## src/rtl/key_set_ctrl.sv

```systemverilog
// key_set_ctrl: clock-setting key controller with mode/up/down FSM, inactivity timeout and field blink.
// Define KEY_SET_AUTO_REPEAT_EN to build auto-repeat of held up/down keys.
module key_set_ctrl #(
   parameter int TIMEOUT_S    = 10,
   parameter int BLINK_HALF   = 12_500_000,
   parameter int REPEAT_DELAY = 25_000_000,
   parameter int REPEAT_RATE  = 5_000_000
) (
   input  logic       clk,
   input  logic       rst,
   input  logic       key_mode_pulse,
   input  logic       key_up_pulse,
   input  logic       key_down_pulse,
   input  logic       key_up_held,
   input  logic       key_down_held,
   input  logic       tick_1hz,
   output logic [1:0] set_mode,
   output logic       adj_inc,
   output logic       adj_dec,
   output logic       run_en,
   output logic       blink
);

   typedef enum logic [1:0] {
      NORMAL   = 2'd0,
      SET_HOUR = 2'd1,
      SET_MIN  = 2'd2,
      SET_SEC  = 2'd3
   } mode_e;

   localparam int IW = (TIMEOUT_S > 1) ? $clog2(TIMEOUT_S) : 1;
   localparam int BW = (BLINK_HALF > 1) ? $clog2(BLINK_HALF) : 1;

   mode_e         state_q, state_d;
   logic          inc_d, dec_d;
   logic [IW-1:0] inact_q, inact_d;
   logic [BW-1:0] blink_cnt_q, blink_cnt_d;
   logic          blink_q, blink_d;
   logic          in_set, any_pulse, timeout;
   logic          rep_fire, rep_up;

   assign in_set    = (state_q != NORMAL);
   assign any_pulse = key_mode_pulse | key_up_pulse | key_down_pulse;
   assign timeout   = in_set && tick_1hz && (inact_q == IW'(TIMEOUT_S - 1));

`ifdef KEY_SET_AUTO_REPEAT_EN
   localparam int RMAX = (REPEAT_DELAY > REPEAT_RATE) ? REPEAT_DELAY : REPEAT_RATE;
   localparam int RW   = $clog2(RMAX + 1);

   logic          rep_active_q, rep_up_q, rep_first_q, rep_held;
   logic [RW-1:0] rep_cnt_q;

   assign rep_held = rep_up_q ? key_up_held : key_down_held;
   assign rep_up   = rep_up_q;
   // Any fresh key pulse outranks a due repeat; the count restarts from that press.
   assign rep_fire = in_set && rep_active_q && rep_held && !any_pulse &&
                     (rep_first_q ? (rep_cnt_q >= RW'(REPEAT_DELAY - 1))
                                  : (rep_cnt_q >= RW'(REPEAT_RATE - 1)));

   always_ff @(posedge clk) begin
      if (rst || !in_set || (state_d != state_q)) begin
         rep_active_q <= 1'b0;
         rep_up_q     <= 1'b0;
         rep_first_q  <= 1'b0;
         rep_cnt_q    <= '0;
      end else if (key_up_pulse || key_down_pulse) begin
         rep_active_q <= 1'b1;
         rep_up_q     <= key_up_pulse;
         rep_first_q  <= 1'b1;
         rep_cnt_q    <= RW'(1);
      end else if (rep_active_q && !rep_held) begin
         rep_active_q <= 1'b0;
         rep_first_q  <= 1'b0;
         rep_cnt_q    <= '0;
      end else if (rep_fire) begin
         rep_first_q  <= 1'b0;
         rep_cnt_q    <= '0;
      end else if (rep_active_q) begin
         rep_cnt_q    <= rep_cnt_q + RW'(1);
      end
   end
`else
   localparam int unused_rep_params = REPEAT_DELAY + REPEAT_RATE;
   logic unused_held;
   assign unused_held = key_up_held | key_down_held;
   assign rep_fire    = 1'b0;
   assign rep_up      = 1'b0;
`endif

   always_comb begin
      // NOTE: every variable gets a default first, so no path can infer a latch.
      state_d     = state_q;
      inc_d       = 1'b0;
      dec_d       = 1'b0;
      inact_d     = inact_q;
      blink_d     = blink_q;
      blink_cnt_d = blink_cnt_q;

      if (key_mode_pulse)              state_d = mode_e'(state_q + 2'd1);
      else if (in_set && key_up_pulse)   inc_d = 1'b1;
      else if (in_set && key_down_pulse) dec_d = 1'b1;
      else if (rep_fire) begin
         inc_d = rep_up;
         dec_d = !rep_up;
      end else if (timeout)            state_d = NORMAL;

      if ((state_d == NORMAL) || (state_d != state_q) || any_pulse || rep_fire)
         inact_d = '0;
      else if (tick_1hz)
         inact_d = inact_q + IW'(1);

      // Entering any set state restarts the blink phase with the field visible.
      if ((state_d == NORMAL) || (state_d != state_q)) begin
         blink_d     = 1'b1;
         blink_cnt_d = '0;
      end else if (blink_cnt_q == BW'(BLINK_HALF - 1)) begin
         blink_d     = !blink_q;
         blink_cnt_d = '0;
      end else begin
         blink_cnt_d = blink_cnt_q + BW'(1);
      end
   end

   // NOTE: sequential state uses non-blocking assignments so all registers sample pre-edge values.
   always_ff @(posedge clk) begin
      if (rst) begin
         state_q     <= NORMAL;
         adj_inc     <= 1'b0;
         adj_dec     <= 1'b0;
         inact_q     <= '0;
         blink_q     <= 1'b1;
         blink_cnt_q <= '0;
      end else begin
         state_q     <= state_d;
         adj_inc     <= inc_d;
         adj_dec     <= dec_d;
         inact_q     <= inact_d;
         blink_q     <= blink_d;
         blink_cnt_q <= blink_cnt_d;
      end
   end

   assign set_mode = state_q;
   assign run_en   = (state_q != SET_SEC);
   assign blink    = blink_q;

endmodule

```

## config.mk

```make
export PLATFORM = sky130hd
export DESIGN_NAME = key_set_ctrl
export DESIGN_NICKNAME = d
export VERILOG_FILES = /design/src/rtl/key_set_ctrl.sv
export SDC_FILE = /design/constraint.sdc
export NUM_CORES = 1
export LEC_CHECK = 0
export CAP_MARGIN = 10
export CORE_UTILIZATION = 50
export CTS_CLUSTER_DIAMETER = 150
export DETAILED_ROUTE_END_ITERATION = 8
export PLACE_DENSITY = 0.74
export SYNTH_ARGS = -nofsm -noshare
export SYNTH_HDL_FRONTEND = slang
export SYNTH_SLANG_ARGS = --single-unit
```

## constraint.sdc

```tcl
create_clock -name clk -period 1.8 [get_ports clk]
set_input_delay 0.36 -clock clk [delete_from_list [all_inputs] [get_ports clk]]
set_output_delay 0.36 -clock clk [all_outputs]
set_load 0.02 [all_outputs]
```

After elaboration in Yosys (flattened, before gate mapping)
Index checks and enable logic that the tools add are counted.
{"block": "word_totals", "reg_bits": 33, "in_bits": 8, "out_inout_bits": 6}
{"block": "op_classes", "addsub": 3, "eq_ne": 4, "muxes": 6, "bitwise": 2, "n_reduce_logical": 14}
{"op": "24-bit by 1-bit adder with 24-bit output, second input constant", "n": 1}
{"op": "24-bit == test, second input constant", "n": 1}
{"op": "2-bit two-way mux", "n": 4}
{"op": "2-bit OR reduction", "n": 3}
{"op": "3-bit OR reduction", "n": 2}
{"op": "4-bit by 1-bit adder with 4-bit output, second input constant", "n": 1}
{"op": "4-bit == test, second input constant", "n": 1}
{"op": "1-bit logical AND", "n": 4}
{"op": "2-bit by 1-bit adder with 2-bit output, second input constant", "n": 1}
{"op": "2-bit logical NOT", "n": 1}
{"op": "1-bit logical OR", "n": 2}
{"op": "1-bit two-way mux", "n": 2}
{"op": "2-bit != test", "n": 1}
{"op": "2-bit != test, second input constant", "n": 1}
{"op": "1-bit OR", "n": 2}
{"op": "2-bit nonzero test", "n": 1}
{"op": "1-bit logical NOT", "n": 1}

Logic depth before layout (Yosys ltp)
Gate-level depths: netlist of the first run.
{"block": "depth", "word_depth": 11, "depth_mapped": 7, "ltp_nobuf": 6}

Least setup slack after synthesis of the first run
No wires, ideal clock.
{"block": "synth_timing", "path_type": "reg2reg", "from": "reg state_q[0] (netlist: set_mode[0])", "to": "reg blink_cnt_q[8]", "setup_time_ps": 117, "arrival_ps": 1798, "slack_ps": -115, "path_stages_with_launch": 8, "n_path_buf": 1, "path_cell_list": "dfxtp_1 -> inv_1 -> ha_1 -> nor4bb_1 -> a221oi_1 -> o31ai_2 -> buf_2 -> nor2_1"}
{"block": "synth_via", "elab_chain_cells": 10, "elab_cells_between_ends": 14}
{"item": "start: declaration", "line": "34", "rtl": "mode_e state_q, state_d;"}
{"item": "start signal: assignment", "line": "134", "rtl": "state_q <= state_d;"}
{"item": "2-bit nonzero test", "line": "42", "rtl": "assign in_set = (state_q != NORMAL);"}
{"item": "1-bit logical AND (2 in series)", "line": "44", "rtl": "assign timeout = in_set && tick_1hz && (inact_q == IW'(TIMEOUT_S - 1));"}
{"item": "2-bit two-way mux", "line": "105", "rtl": "end else if (timeout) state_d = NORMAL;"}
{"item": "2-bit two-way mux", "line": "101", "rtl": "else if (in_set && key_down_pulse) dec_d = 1'b1;"}
{"item": "2-bit two-way mux", "line": "100", "rtl": "else if (in_set && key_up_pulse) inc_d = 1'b1;"}
{"item": "2-bit two-way mux", "line": "99", "rtl": "if (key_mode_pulse) state_d = mode_e'(state_q + 2'd1);"}
{"item": "2-bit != test / 2-bit logical NOT (equally long branches)", "line": "113", "rtl": "if ((state_d == NORMAL) || (state_d != state_q)) begin"}
{"item": "1-bit logical OR *", "line": "113"}
{"item": "3-bit OR reduction (no line) *"}
{"item": "end signal: assignment", "line": "139", "rtl": "blink_cnt_q <= blink_cnt_d;"}
{"item": "end: declaration", "line": "37", "rtl": "logic [BW-1:0] blink_cnt_q, blink_cnt_d;"}
Mark *: on every way between the ends. The rest lies on a longest branch, timed or not.
A chain may end at the register's enable or synchronous reset.

Worst setup path after layout of the first run
{"block": "layout_timing", "from": "reg blink_cnt_q[4]", "to": "reg blink_cnt_q[23]"}
{"block": "layout_via", "elab_chain_cells": 2, "elab_cells_between_ends": 3}
{"item": "branches (longest 2 deep; another with 24-bit by 1-bit adder with 24-bit output)"}
Several ways; the timed one is not identified.

==> results.py, run 1 <==
metrics = {
    "status": {
        "status": "finished clean",
    },
    "cells_and_area": {
        "drive_above_1_share": 0.2629,
        "nets": 225,
        "final_core_utilization": 0.7022,
        "fill_cells": 219,
        "area_growth_pct": 29.11,
        "seq_area_um2": 675.6,
        "layout.cells.non_filler": 244,
        "multi_input_gate_area_um2": 874.6,
        "n_antenna_cell": 0,
    },
    "critical_path": {
        "critPathKind": "flop to flop",
        "worst-r2r-cell-count": 4,
        "critical_path.startpoint_type": "flop",
        "r2r-end": "blink_cnt_q[23]",
        "setup.reg_to_reg.worst_slack_ns": 0.02,
        "crit_slowest_cell": "or4_4",
        "worstPathCellList": "nand3_2 > or4_4 > or4_1 > a21oi_1",
        "endpoint_kind": "flop",
        "worst_ep_required_time_ns": 2.06,
        "crit_cells": 4,
        "setup.worst_path.end": "blink_cnt_q[23]",
        "timing.critical_path.fanout_max": 11,
        "cp.arrival_ns": 2.04,
        "worstPathBufferInverterCount": 0,
        "crit_path_max_incr_delay_ns": 0.59,
        "launching_point_of_the_worst_reg2reg_path": "blink_cnt_q[4]",
        "worstSetupStartpoint": "blink_cnt_q[4]",
        "critical_path.top_delay_family": "simple AND/OR/NAND/NOR gates",
    },
    "clock_network": {
        "htree_levels": 2,
        "cts_hold_buffers": 0,
        "tritoncts": "built",
        "latest_clock_arrival_within_the_worst_skew_pair_ns": 0.34,
        "clock_sinks": 33,
        "cts_inserted_buffers": 5,
        "cts_root_buf": "clkbuf_4",
        "clk_path_buf_depth": 2,
        "path_clk_slew_ns": 0.09,
    },
    "pwr": {
        "static-leakage-power_nw": 0.6651,
        "power.share.clock": 0.360,
        "p_comb_frac": 0.072,
        "ir_drop_v": 0.0005368,
        "seq_power_share": 0.568,
        "power.switching_uw": 289.7,
        "power_per_cell_area_mw_per_mm2": 649.2,
        "switching_share": 0.2228,
        "internal_power_mw": 1.011,
    },
    "synthesis": {
        "post_synthesis_cell_count": 175,
        "leading_register_cell_type_out_of_synthesis": "dfxtp_1",
        "synth_area_mm2": 0.001551,
        "synth_edf_count": 0,
        "netlist-cell-type-count": 38,
        "synth_async_sr_flop_share": 0,
        "number_of_storage_elements_in_the_synthesis_netlist": 33,
        "synth_net_count": 188,
        "ys.warnings.count": 0,
        "synth_sequential_area_ratio": 0.4258,
        "postSynthAreaPerCell_um2": 8.866,
    },
    "detailed_routing": {
        "ant_nets": 0,
        "routed_via_density": 5.865,
        "drt-pass1-iter-count": 4,
        "first_iter_violations": 67,
        "post_drt_wl_per_cell_um": 14.30,
        "finalWirelength_um": 3488,
        "drt_drc_violations_left": 0,
        "route.vias.total": 1431,
    },
    "timing": {
        "maxSlewHeadroom": 0.7555,
        "crit_share_post_route": 0.9895,
        "finalSetupViolations": 0,
        "setup_ws_ns": 0.01886,
        "slew_worst_pin_ns": 0.3667,
        "fmax_mhz": 561.4,
        "fin_crit_ns": 1.781,
        "timing.setup.tns_ns": 0,
        "rsz0062_at_grt": "yes",
        "timing.final.hold_violations": 0,
        "final_max_slew_viol_count": 0,
        "skew_ns": 0.007892,
    },
    "global_routing": {
        "wire_length_of_the_first_global_routing_pass_um": 5699,
        "overflow": 0,
        "via_count_of_the_first_global_routing_pass": 1362,
        "antenna_violations_before_repair": 0,
        "global_route.usage.total": 0.2207,
        "grt_max_degree": 20,
    },
    "worst_hold_path": {
        "worstHoldPathCells": 1,
        "hp-class": "flop to flop",
    },
    "run": {
        "maxCapViolations": 0,
    },
    "placed_design": {
        "dp_hpwl_um": 2349,
        "gpl.final_weighted_congestion": 0.9109,
        "detailedPlace.worstSlack_ns": -0.1279,
        "io_buffers": 11,
        "placedCellCount": 233,
    },
    "floorplan": {
        "fp.dieW_um": 57.71,
        "floorplan.rows": 19,
        "starting_density_of_the_core": 0.5439,
        "core_area_mm2": 0.002853,
        "fp.dieH_um": 57.71,
        "io_pins": 14,
        "die-area_mm2": 0.003330,
    },
}
==> cells in the mapped netlist (all sizes together) (2+ instances only) <==
master	number	area share
or4	7	0.036
and4	6	0.035
xnor2	6	0.034
a21oi	14	0.045
buf	4	0.017
o31ai	7	0.037
nor2	18	0.044
dfxtp	33	0.43
ha	5	0.040
or3	5	0.021
nand2	14	0.034
nor4b	2	0.011
nor3b	2	0.0097
nand4	6	0.024
nand3	10	0.039
inv	8	0.019
o21ai	6	0.019
nor3	3	0.0097
xor2	7	0.040
==> cell type report <==
cell class	instances	share of cell area
Tap cell	31	0.01936
Timing Repair Buffer	35	0.1568
Clock inverter	1	0.002498
Multi-Input combinational cell	129	0.4366
Sequential cell	33	0.3373
Clock buffer	7	0.03248
Inverter	8	0.01499
==> per-stage QoR <==
stage / area, um2 / hold slack [ns] / power [mW]
3_5_place_dp: 1847 / 0.4486 / 0.8393
5_1_grt: 2003 / 0.4456 / 1.350
6_report: 2003 / 0.4308 / 1.300
4_1_cts: 1917 / 0.4715 / 1.301
3_3_place_gp: 1847 / 0.4405 / 0.8358
2_1_floorplan: 1559 / 0.4250 / 0.7899
==> flip-flops by register name (all words and copies together), names as in the netlist <==
register,flops
set_mode,2
adj_inc,1
adj_dec,1
blink,1
inact_q,4
blink_cnt_q,24
==> logic make-up (layout without fill, tap and decap cells) <==
logic type	count (synthesis)	after routing	share of synthesized area
flip-flops	33	33	0.4258
AO/OA/AOI/OAI	30	30	0.1177
AND/OR/NAND/NOR	80	80	0.2968
adder cells (fa/ha/maj)	5	5	0.04032
XOR/XNOR	13	13	0.07339
buffers and inverters	13	51	0.03951
multiplexers	1	1	0.006452
==> power by group through the flow <==
stage               Clock (mW)  Sequential, mW  Combinational (mW)
CTS                      0.479           0.740              0.0823
global placement             0           0.757              0.0790
floorplan                    0           0.761              0.0284
finish                   0.468           0.739              0.0931
detailed placement           0           0.757              0.0823
global route             0.510           0.740              0.0996
==> metal layers <==
layer | vias up | routed length, um | track usage
met5 | - | 0 | 0
met1 | 685 | 1513 | 0.2736
met3 | 8 | 148 | 0.06920
met4 | 0 | 60 | 0.07823
li1 | 712 | - | -
met2 | 26 | 1766 | 0.3638
==> timing repair <==
action	4_1_cts	5_1_grt
setup endpoints to repair	2	24
buffers inserted	0	1
gates cloned	0	2
pin swaps	0	3
resized for setup	2	18
==> layout by cell type (no fill, tap or decap), drive strengths merged <==
master,count
dfxtp,33
buf,23
nor2,18
a21oi,14
nand2,14
clkdlybuf4s50,10
nand3,10
inv,8
clkbuf,8
xor2,7
o31ai,7
or4,7
nand4,6
xnor2,6
o21ai,6
and4,6
or3,5
ha,5
nor3,3
nor3b,2
nor4b,2
nor4,1
nor4bb,1
or2,1
a221oi,1
mux2i,1
a211oi,1
and3,1
a211o,1
nand4bb,1
nand2b,1
and2,1
clkinv,1
dlygate4sd2,1
==> worst min path at each step <==
stage	from	slack (ns)	endpoint
floorplan	rst	0.42	set_mode[0]
finish	blink_cnt_q[0]	0.43	blink_cnt_q[0]
global placement	blink_cnt_q[0]	0.44	blink_cnt_q[0]
detailed placement	blink_cnt_q[0]	0.45	blink_cnt_q[0]
CTS	blink_cnt_q[0]	0.47	blink_cnt_q[0]
global route	blink_cnt_q[0]	0.45	blink_cnt_q[0]
No activity file was read; power rests on OpenSTA's default activity.
==> run 2: changes to the inputs <==
CAP_MARGIN = 30   (was 10)
CORE_ASPECT_RATIO = 0.6   (was unset)
==> results.py, run 2 (synthesis gave the netlist of run 1 again) <==
metrics = {
    "global_routing": {
        "grt_max_degree": 25,
        "wire_length_of_the_first_global_routing_pass_um": 5796,
        "global_route.usage.total": 0.2407,
        "via_count_of_the_first_global_routing_pass": 1273,
        "antenna_violations_before_repair": 0,
        "overflow": 0,
    },
    "pwr": {
        "internal_power_mw": 1.051,
        "fin_total_pwr_mw": 1.394,
        "power.share.clock": 0.401,
        "switching_share": 0.2457,
        "seq_power_share": 0.528,
        "static-leakage-power_nw": 0.7009,
        "power.switching_uw": 342.5,
        "power_per_cell_area_mw_per_mm2": 663.0,
        "ir_drop_v": 0.0005111,
        "p_comb_frac": 0.071,
    },
    "placed_design": {
        "io_buffers": 11,
        "dpl_cell_area_mm2": 0.001846,
        "detailedPlace.worstSlack_ns": -0.1582,
        "dp_hpwl_um": 2458,
        "placedCellCount": 242,
        "gpl.final_weighted_congestion": 0.8069,
    },
    "timing": {
        "final.hold.worst_slack_ns": 0.4643,
        "rsz0062_at_grt": "yes",
        "fin_crit_ns": 1.820,
        "fmax_mhz": 549.4,
        "crit_share_post_route": 1.011,
        "skew_ns": 0.01172,
        "setup_ws_ns": -0.02010,
        "maxSlewHeadroom": 0.7663,
        "final_max_slew_viol_count": 0,
        "timing.final.hold_violations": 0,
        "finalSetupViolations": 2,
        "slew_worst_pin_ns": 0.3475,
        "timing.setup.tns_ns": -0.02577,
    },
    "cells_and_area": {
        "nets": 231,
        "fill_cells": 204,
        "largest_register": "blink_cnt_q",
        "flip_flop_count_of_the_largest_register_after_layout": 24,
        "mostFrequentLayoutCell": "dfxtp_1",
        "n_antenna_cell": 0,
        "final_area_mm2": 0.002102,
        "drive_above_1_share": 0.2785,
        "layout.cells.non_filler": 261,
        "most_frequent_cells_in_the_layout": "27 x dfxtp_1, 25 x buf_4, 18 x nor2_1",
        "final_core_utilization": 0.7226,
        "area_growth_pct": 35.48,
    },
    "clock_network": {
        "latest_clock_arrival_within_the_worst_skew_pair_ns": 0.30,
        "cts_root_buf": "clkbuf_8",
        "htree_levels": 2,
        "path_clk_slew_ns": 0.08,
        "tritoncts": "built",
        "cts_hold_buffers": 0,
        "cts_inserted_buffers": 5,
        "clk_path_buf_depth": 2,
        "clock_sinks": 33,
    },
    "critical_path": {
        "worstSetupStartpoint": "blink_cnt_q[5]",
        "endpoint_kind": "flop",
        "setup.reg_to_reg.worst_slack_ns": -0.02,
        "launching_point_of_the_worst_reg2reg_path": "blink_cnt_q[5]",
        "critPathKind": "flop to flop",
        "critical_path.startpoint_type": "flop",
        "cp.arrival_ns": 2.00,
        "timing.critical_path.fanout_max": 7,
        "worst_ep_required_time_ns": 1.98,
        "worst-r2r-cell-count": 5,
        "r2r-end": "blink_cnt_q[17]",
    },
    "floorplan": {
        "fp.dieW_um": 73.92,
        "io_pins": 14,
        "fp.dieH_um": 45.15,
        "core_area_mm2": 0.002909,
        "floorplan.rows": 15,
        "starting_density_of_the_core": 0.5333,
        "die-area_mm2": 0.003337,
    },
    "detailed_routing": {
        "post_drt_wl_per_cell_um": 15.49,
        "routed_via_density": 5.663,
        "ant_nets": 0,
        "drt-pass1-iter-count": 4,
        "finalWirelength_um": 4042,
        "first_iter_violations": 106,
        "route.vias.total": 1478,
        "drt_drc_violations_left": 0,
    },
    "worst_hold_path": {
        "hold_start": "blink_cnt_q[0]",
        "hp-class": "flop to flop",
        "timing.hold.worst_endpoint": "blink_cnt_q[0]",
        "worstHoldPathCells": 1,
    },
    "status": {
        "status": "finished, violations left",
        "failed_checks": "setup timing",
    },
    "run": {
        "maxCapViolations": 0,
    },
}
==> run 2: changes by cell type in the layout (fill, tap and decap cells not counted), sizes merged <==
cell	delta
clkinv	+1
clkbuf	-1
buf	+6
==> run 2: repair_timing <==
item / CTS / global route
gates resized for setup: 3 / 25
endpoints found under the setup margin: 3 / 24
buffers inserted: 0 / 8
pin swaps: 0 / 11
cloned: 0 / 3
==> run 2: worst max-delay path, stage by stage, from the launching register on <==
cell	delay, ns
dfxtp_4	0.37
nand4_1	0.14
or4_4	0.63
buf_4	0.17
o31ai_1	0.31
a21oi_2	0.09
==> run 2: worst max path at each step <==
stage                            endpoint  slack (ns)  depth (start not counted)
after floorplan            blink_cnt_q[8]       -0.02                          7
after global placement    blink_cnt_q[20]        -0.1                          7
after detailed placement  blink_cnt_q[23]       -0.16                          7
after CTS                 blink_cnt_q[23]       -0.03                          4
after global routing      blink_cnt_q[22]       -0.08                          7
final                     blink_cnt_q[17]       -0.02                          5
==> run 2: area by class of cell <==
class                      instances  area (um2)  area share
tap                               42       52.55     0.02500
clock buffer                       6       72.57     0.03452
inverter                           8       30.03     0.01429
clock inverter                     2       10.01    0.004762
sequential                        33       678.2      0.3226
multi-input combinational        129       898.4      0.4274
timing repair buffer              41       360.3      0.1714
==> run 2: power groups by stage <==
stage	combinational [mW]	sequential (mW)	clock, mW
after global routing	0.108	0.737	0.589
after detailed placement	0.0806	0.757	0
after global placement	0.0786	0.757	0
after CTS	0.0811	0.740	0.557
after floorplan	0.0284	0.761	0
final	0.0995	0.736	0.558
==> run 2: routing by layer <==
metal  track usage  routed length, um  up-vias
met5             0                  0        -
met4        0.1269                112        0
met3       0.06920                258       11
met2        0.3764               1801       50
met1        0.3054               1869      693
li1              -                  -      724
==> run 3: changes to the inputs <==
REMOVE_ABC_BUFFERS = 1   (was unset)
==> results.py, run 3 (synthesis gave the netlist of run 1 again) <==
metrics = {
    "status": {
        "status": "finished clean",
    },
    "pwr": {
        "ir_drop_v": 0.0004774,
        "static-leakage-power_nw": 0.6659,
        "seq_power_share": 0.544,
        "power_per_cell_area_mw_per_mm2": 672.8,
        "internal_power_mw": 1.051,
        "switching_share": 0.2266,
        "power.share.clock": 0.388,
        "p_comb_frac": 0.068,
        "power.switching_uw": 307.9,
    },
    "global_routing": {
        "via_count_of_the_first_global_routing_pass": 1330,
        "wire_length_of_the_first_global_routing_pass_um": 5865,
        "antenna_violations_before_repair": 0,
        "overflow": 0,
        "grt_max_degree": 17,
        "global_route.usage.total": 0.2411,
    },
    "timing": {
        "final_max_slew_viol_count": 0,
        "slew_worst_pin_ns": 0.2793,
        "finalSetupViolations": 0,
        "skew_ns": 0.002543,
        "fmax_mhz": 576.2,
        "timing.setup.tns_ns": 0,
        "crit_share_post_route": 0.9641,
        "timing.final.hold_violations": 0,
        "rsz0062_at_grt": "yes",
        "setup_ws_ns": 0.06454,
        "fin_crit_ns": 1.735,
        "maxSlewHeadroom": 0.8121,
    },
    "floorplan": {
        "floorplan.rows": 15,
        "starting_density_of_the_core": 0.5333,
        "die-area_mm2": 0.003337,
        "io_pins": 14,
        "fp.dieW_um": 73.92,
        "core_area_mm2": 0.002909,
        "fp.dieH_um": 45.15,
    },
    "clock_network": {
        "latest_clock_arrival_within_the_worst_skew_pair_ns": 0.29,
        "cts_root_buf": "clkbuf_8",
        "htree_levels": 2,
        "clock_sinks": 33,
        "path_clk_slew_ns": 0.06,
        "cts_hold_buffers": 0,
        "tritoncts": "built",
        "clk_path_buf_depth": 2,
        "cts_inserted_buffers": 5,
    },
    "detailed_routing": {
        "first_iter_violations": 69,
        "route.vias.total": 1396,
        "drt_drc_violations_left": 0,
        "routed_via_density": 5.453,
        "ant_nets": 0,
        "drt-pass1-iter-count": 4,
        "finalWirelength_um": 3491,
        "post_drt_wl_per_cell_um": 13.64,
    },
    "critical_path": {
        "setup.worst_path.end": "blink_cnt_q[13]",
        "cp.arrival_ns": 1.96,
        "worstSetupStartpoint": "blink_cnt_q[4]",
        "worst-r2r-cell-count": 5,
        "worst_ep_required_time_ns": 2.03,
        "critPathKind": "flop to flop",
        "r2r-end": "blink_cnt_q[13]",
        "critical_path.startpoint_type": "flop",
        "endpoint_kind": "flop",
        "setup.reg_to_reg.worst_slack_ns": 0.06,
        "timing.critical_path.fanout_max": 10,
        "launching_point_of_the_worst_reg2reg_path": "blink_cnt_q[4]",
    },
    "cells_and_area": {
        "flip_flop_count_of_the_largest_register_after_layout": 24,
        "nets": 226,
        "drive_above_1_share": 0.2336,
        "area_growth_pct": 30.16,
        "n_antenna_cell": 0,
        "multi_input_gate_area_um2": 873.3,
        "mostFrequentLayoutCell": "dfxtp_1",
        "largest_register": "blink_cnt_q",
        "seq_area_um2": 668.1,
        "most_frequent_cells_in_the_layout": "27 x dfxtp_1, 23 x buf_4, 18 x nor2_1",
        "fill_cells": 221,
    },
    "worst_hold_path": {
        "hp-class": "flop to flop",
    },
    "placed_design": {
        "io_buffers": 11,
        "detailedPlace.worstSlack_ns": -0.1494,
        "dp_hpwl_um": 2468,
        "gpl.final_weighted_congestion": 0.8016,
    },
    "run": {
        "maxCapViolations": 0,
    },
}
[run 3: how the worst min path moves through the flow]
stage | cells past startpoint | from | slack, ns | endpoint
2_1_floorplan | 1 | rst | 0.43 | set_mode[1]
6_report | 1 | blink_cnt_q[0] | 0.47 | blink_cnt_q[0]
3_3_place_gp | 1 | blink_cnt_q[0] | 0.45 | blink_cnt_q[0]
4_1_cts | 1 | blink_cnt_q[0] | 0.47 | blink_cnt_q[0]
3_5_place_dp | 1 | blink_cnt_q[0] | 0.45 | blink_cnt_q[0]
5_1_grt | 1 | blink_cnt_q[0] | 0.49 | blink_cnt_q[0]
[run 3: cell type report]
class                      instances  area share
tap                               42     0.02602
clock inverter                     2    0.004957
clock buffer                       6     0.03594
sequential                        33      0.3309
inverter                           8     0.01487
timing repair buffer              36      0.1549
multi-input combinational        129      0.4325
[run 3: metal layers]
metal,vias up,track usage,share of wire
li1,715,-,-
met1,644,0.3080,0.49
met2,29,0.3655,0.45
met3,8,0.07366,0.041
met4,0,0.1385,0.019
met5,-,0,0
[run 3: power by group through the flow]
stage                     clock [mW]  sequential (mW)  combinational, mW
after CTS                      0.545            0.739             0.0870
after floorplan                    0            0.761             0.0261
final                          0.528            0.739             0.0923
after detailed placement           0            0.755             0.0856
after global placement             0            0.755             0.0824
after global routing           0.572            0.739              0.100
[run 3: metrics by stage]
step / total power [mW] / instances / hold WS [ns] / util / cell area (um2)
global placement: 0.8376 / 245 / 0.4479 / 0.6396 / 1861
floorplan: 0.7872 / 170 / 0.4291 / - / 1520
finish: 1.359 / 256 / 0.4717 / 0.6942 / 2019
detailed placement: 0.8407 / 245 / 0.4533 / 0.6396 / 1861
CTS: 1.371 / 253 / 0.4690 / 0.6701 / 1949
global route: 1.411 / 256 / 0.4928 / 0.6942 / 2019
[run 3: repair_timing]
item | CTS | global route
setup buffers | 0 | 3
cloned | 0 | 0
pin swaps | 0 | 5
resized for setup | 3 | 13
endpoints found under the hold margin | 0 | 0
endpoints found under the setup margin | 6 | 25
[run 3: worst max-delay path, stage by stage, from the launching register on]
cell	delay, ns
dfxtp_2	0.36
nand3_2	0.07
or4_4	0.61
buf_4	0.18
or3_1	0.32
a21oi_2	0.13
==> variant (flow settings as in run 3) <==
The parameter `BLINK_HALF` goes from 12_500_000 to 6_250_000.
--- a/src/rtl/key_set_ctrl.sv
+++ b/src/rtl/key_set_ctrl.sv
@@ -2,7 +2,7 @@
 // Define KEY_SET_AUTO_REPEAT_EN to build auto-repeat of held up/down keys.
 module key_set_ctrl #(
    parameter int TIMEOUT_S    = 10,
-   parameter int BLINK_HALF   = 12_500_000,
+   parameter int BLINK_HALF   = 6_250_000,
    parameter int REPEAT_DELAY = 25_000_000,
    parameter int REPEAT_RATE  = 5_000_000
 ) (
Check against the original RTL: same outputs for any inputs over 10 cycles, from zero or initial values and one cycle with rst high; that may be too few to reach the edited logic, so the function may still have changed.
==> variant against run 3 <==
- the run now ends with setup timing left
- die area is 3.7% lower
- worst hold slack lost 0.036 ns
- count of clock-buffer cells in the layout stayed put
- area after synthesis shrank 3.9%
- synthesized cell count decreased by 6.3%
- power rose by 12%
- cell area up 7.7%
- sequential cell count decreased by 1
- worst setup slack worse by 0.11 ns
- core utilization is 12 points higher
- routed wire length rose by 30%
- highest routed layer unchanged
==> variant: results (changes against run 3) <==
| Metric | Value |
|---|---|
| Adder-cell area share of the yosys netlist | `0.0419 (was 0.0403)` |
| Metal2 WL | `2.17 mm (was 1.58 mm)` |
| Dpl ws | `-0.109 ns (was -0.149 ns)` |
| Share of cells above drive strength 1 | `0.384 (was 0.234)` |
| Vias in the first global route | `1379 (was 1330)` |
| Worst-Margin Slew | `0.336 ns (was 0.279 ns)` |
| Hold Slack | `0.435 ns (was 0.472 ns)` |
| GR Util met1 | `0.333 (was 0.308)` |
| Post-detail-place hpwl | `2.81 mm (was 2.47 mm)` |
| Violated checks | `setup timing` |
| Final worst slack | `-0.0457 ns (was 0.0645 ns)` |
| P_leak | `0.781 nW (was 0.666 nW)` |
| Via count | `1492 (was 1396)` |
| Placer Congestion | `0.802 (about the same)` |
| Post-route insts no fill | `259 (was 256)` |
| Compound-cell area share of the yosys netlist | `0.103 (was 0.118)` |
| Largest register FFs | `23 (was 24)` |
| First-pass GRT wire length | `6.44 mm (was 5.87 mm)` |
| Peak VDD IR | `0.711 mV (was 0.477 mV)` |
| Placed Instances | `244 (was 245)` |
| Sequential element share of the synthesized area | `0.430 (was 0.426)` |
| Fin Setup TNS | `-0.0457 ns (was 0 ns)` |
| Met2 Use GR | `0.490 (was 0.365)` |
| P_int | `0.00119 W (was 0.00105 W)` |
| PostCTS Resize Cnt | `13 (was 3)` |
| Post-Syn Instances | `164 (was 175)` |
| Max stage delay on crit path | `0.53 ns (was 0.61 ns)` |
| Placement Cell Area | `0.00188 mm2 (was 0.00186 mm2)` |
| Top cells by count, synth | `dfxtp_1, nor2_1, nand2_1 (was dfxtp_1, nor2_1, a21oi_1, nand2_1, nand3_1)` |
| Met3 usage | `0.0729 (was 0.0737)` |
| Unique masters post-synth | `35 (was 38)` |
| Status | `finished, violations left (was finished clean)` |
| Met3 WL | `363 um (was 144 um)` |
| CP max FO | `7 (was 10)` |
| Met1 WL | `1.88 mm (was 1.70 mm)` |
| Final setup violating endpoints | `1 (was 0)` |
==> variant: cell type report <==
class / instances / area, um2
multi-input cells: 122 / 893
clock buffers: 6 / 72.6
repair buffers: 50 / 437
well taps: 40 / 50.0
clock inverters: 2 / 35.0
fillers: 160 / 487
flip-flops and latches: 32 / 662
inverters: 7 / 26.3
==> variant: power groups by stage <==
stage	sequential, W	combinational, W	clock [W]
after floorplan	0.000739	0.0000260	0
after global placement	0.000732	0.0000876	0
after detailed placement	0.000732	0.0000913	0
after CTS	0.000715	0.0000944	0.000681
after global routing	0.000716	0.000125	0.000710
final	0.000716	0.000119	0.000685
==> variant: worst paths after layout <==
path / cells after the start / to / startpoint
worst max-delay path: 5 / blink_cnt_q[22] / blink_cnt_q[15]
worst min-delay path: 1 / blink_cnt_q[0] / blink_cnt_q[0]
worst max register to register: 5 / blink_cnt_q[22] / blink_cnt_q[15]
worst min register to register: 1 / blink_cnt_q[0] / blink_cnt_q[0]
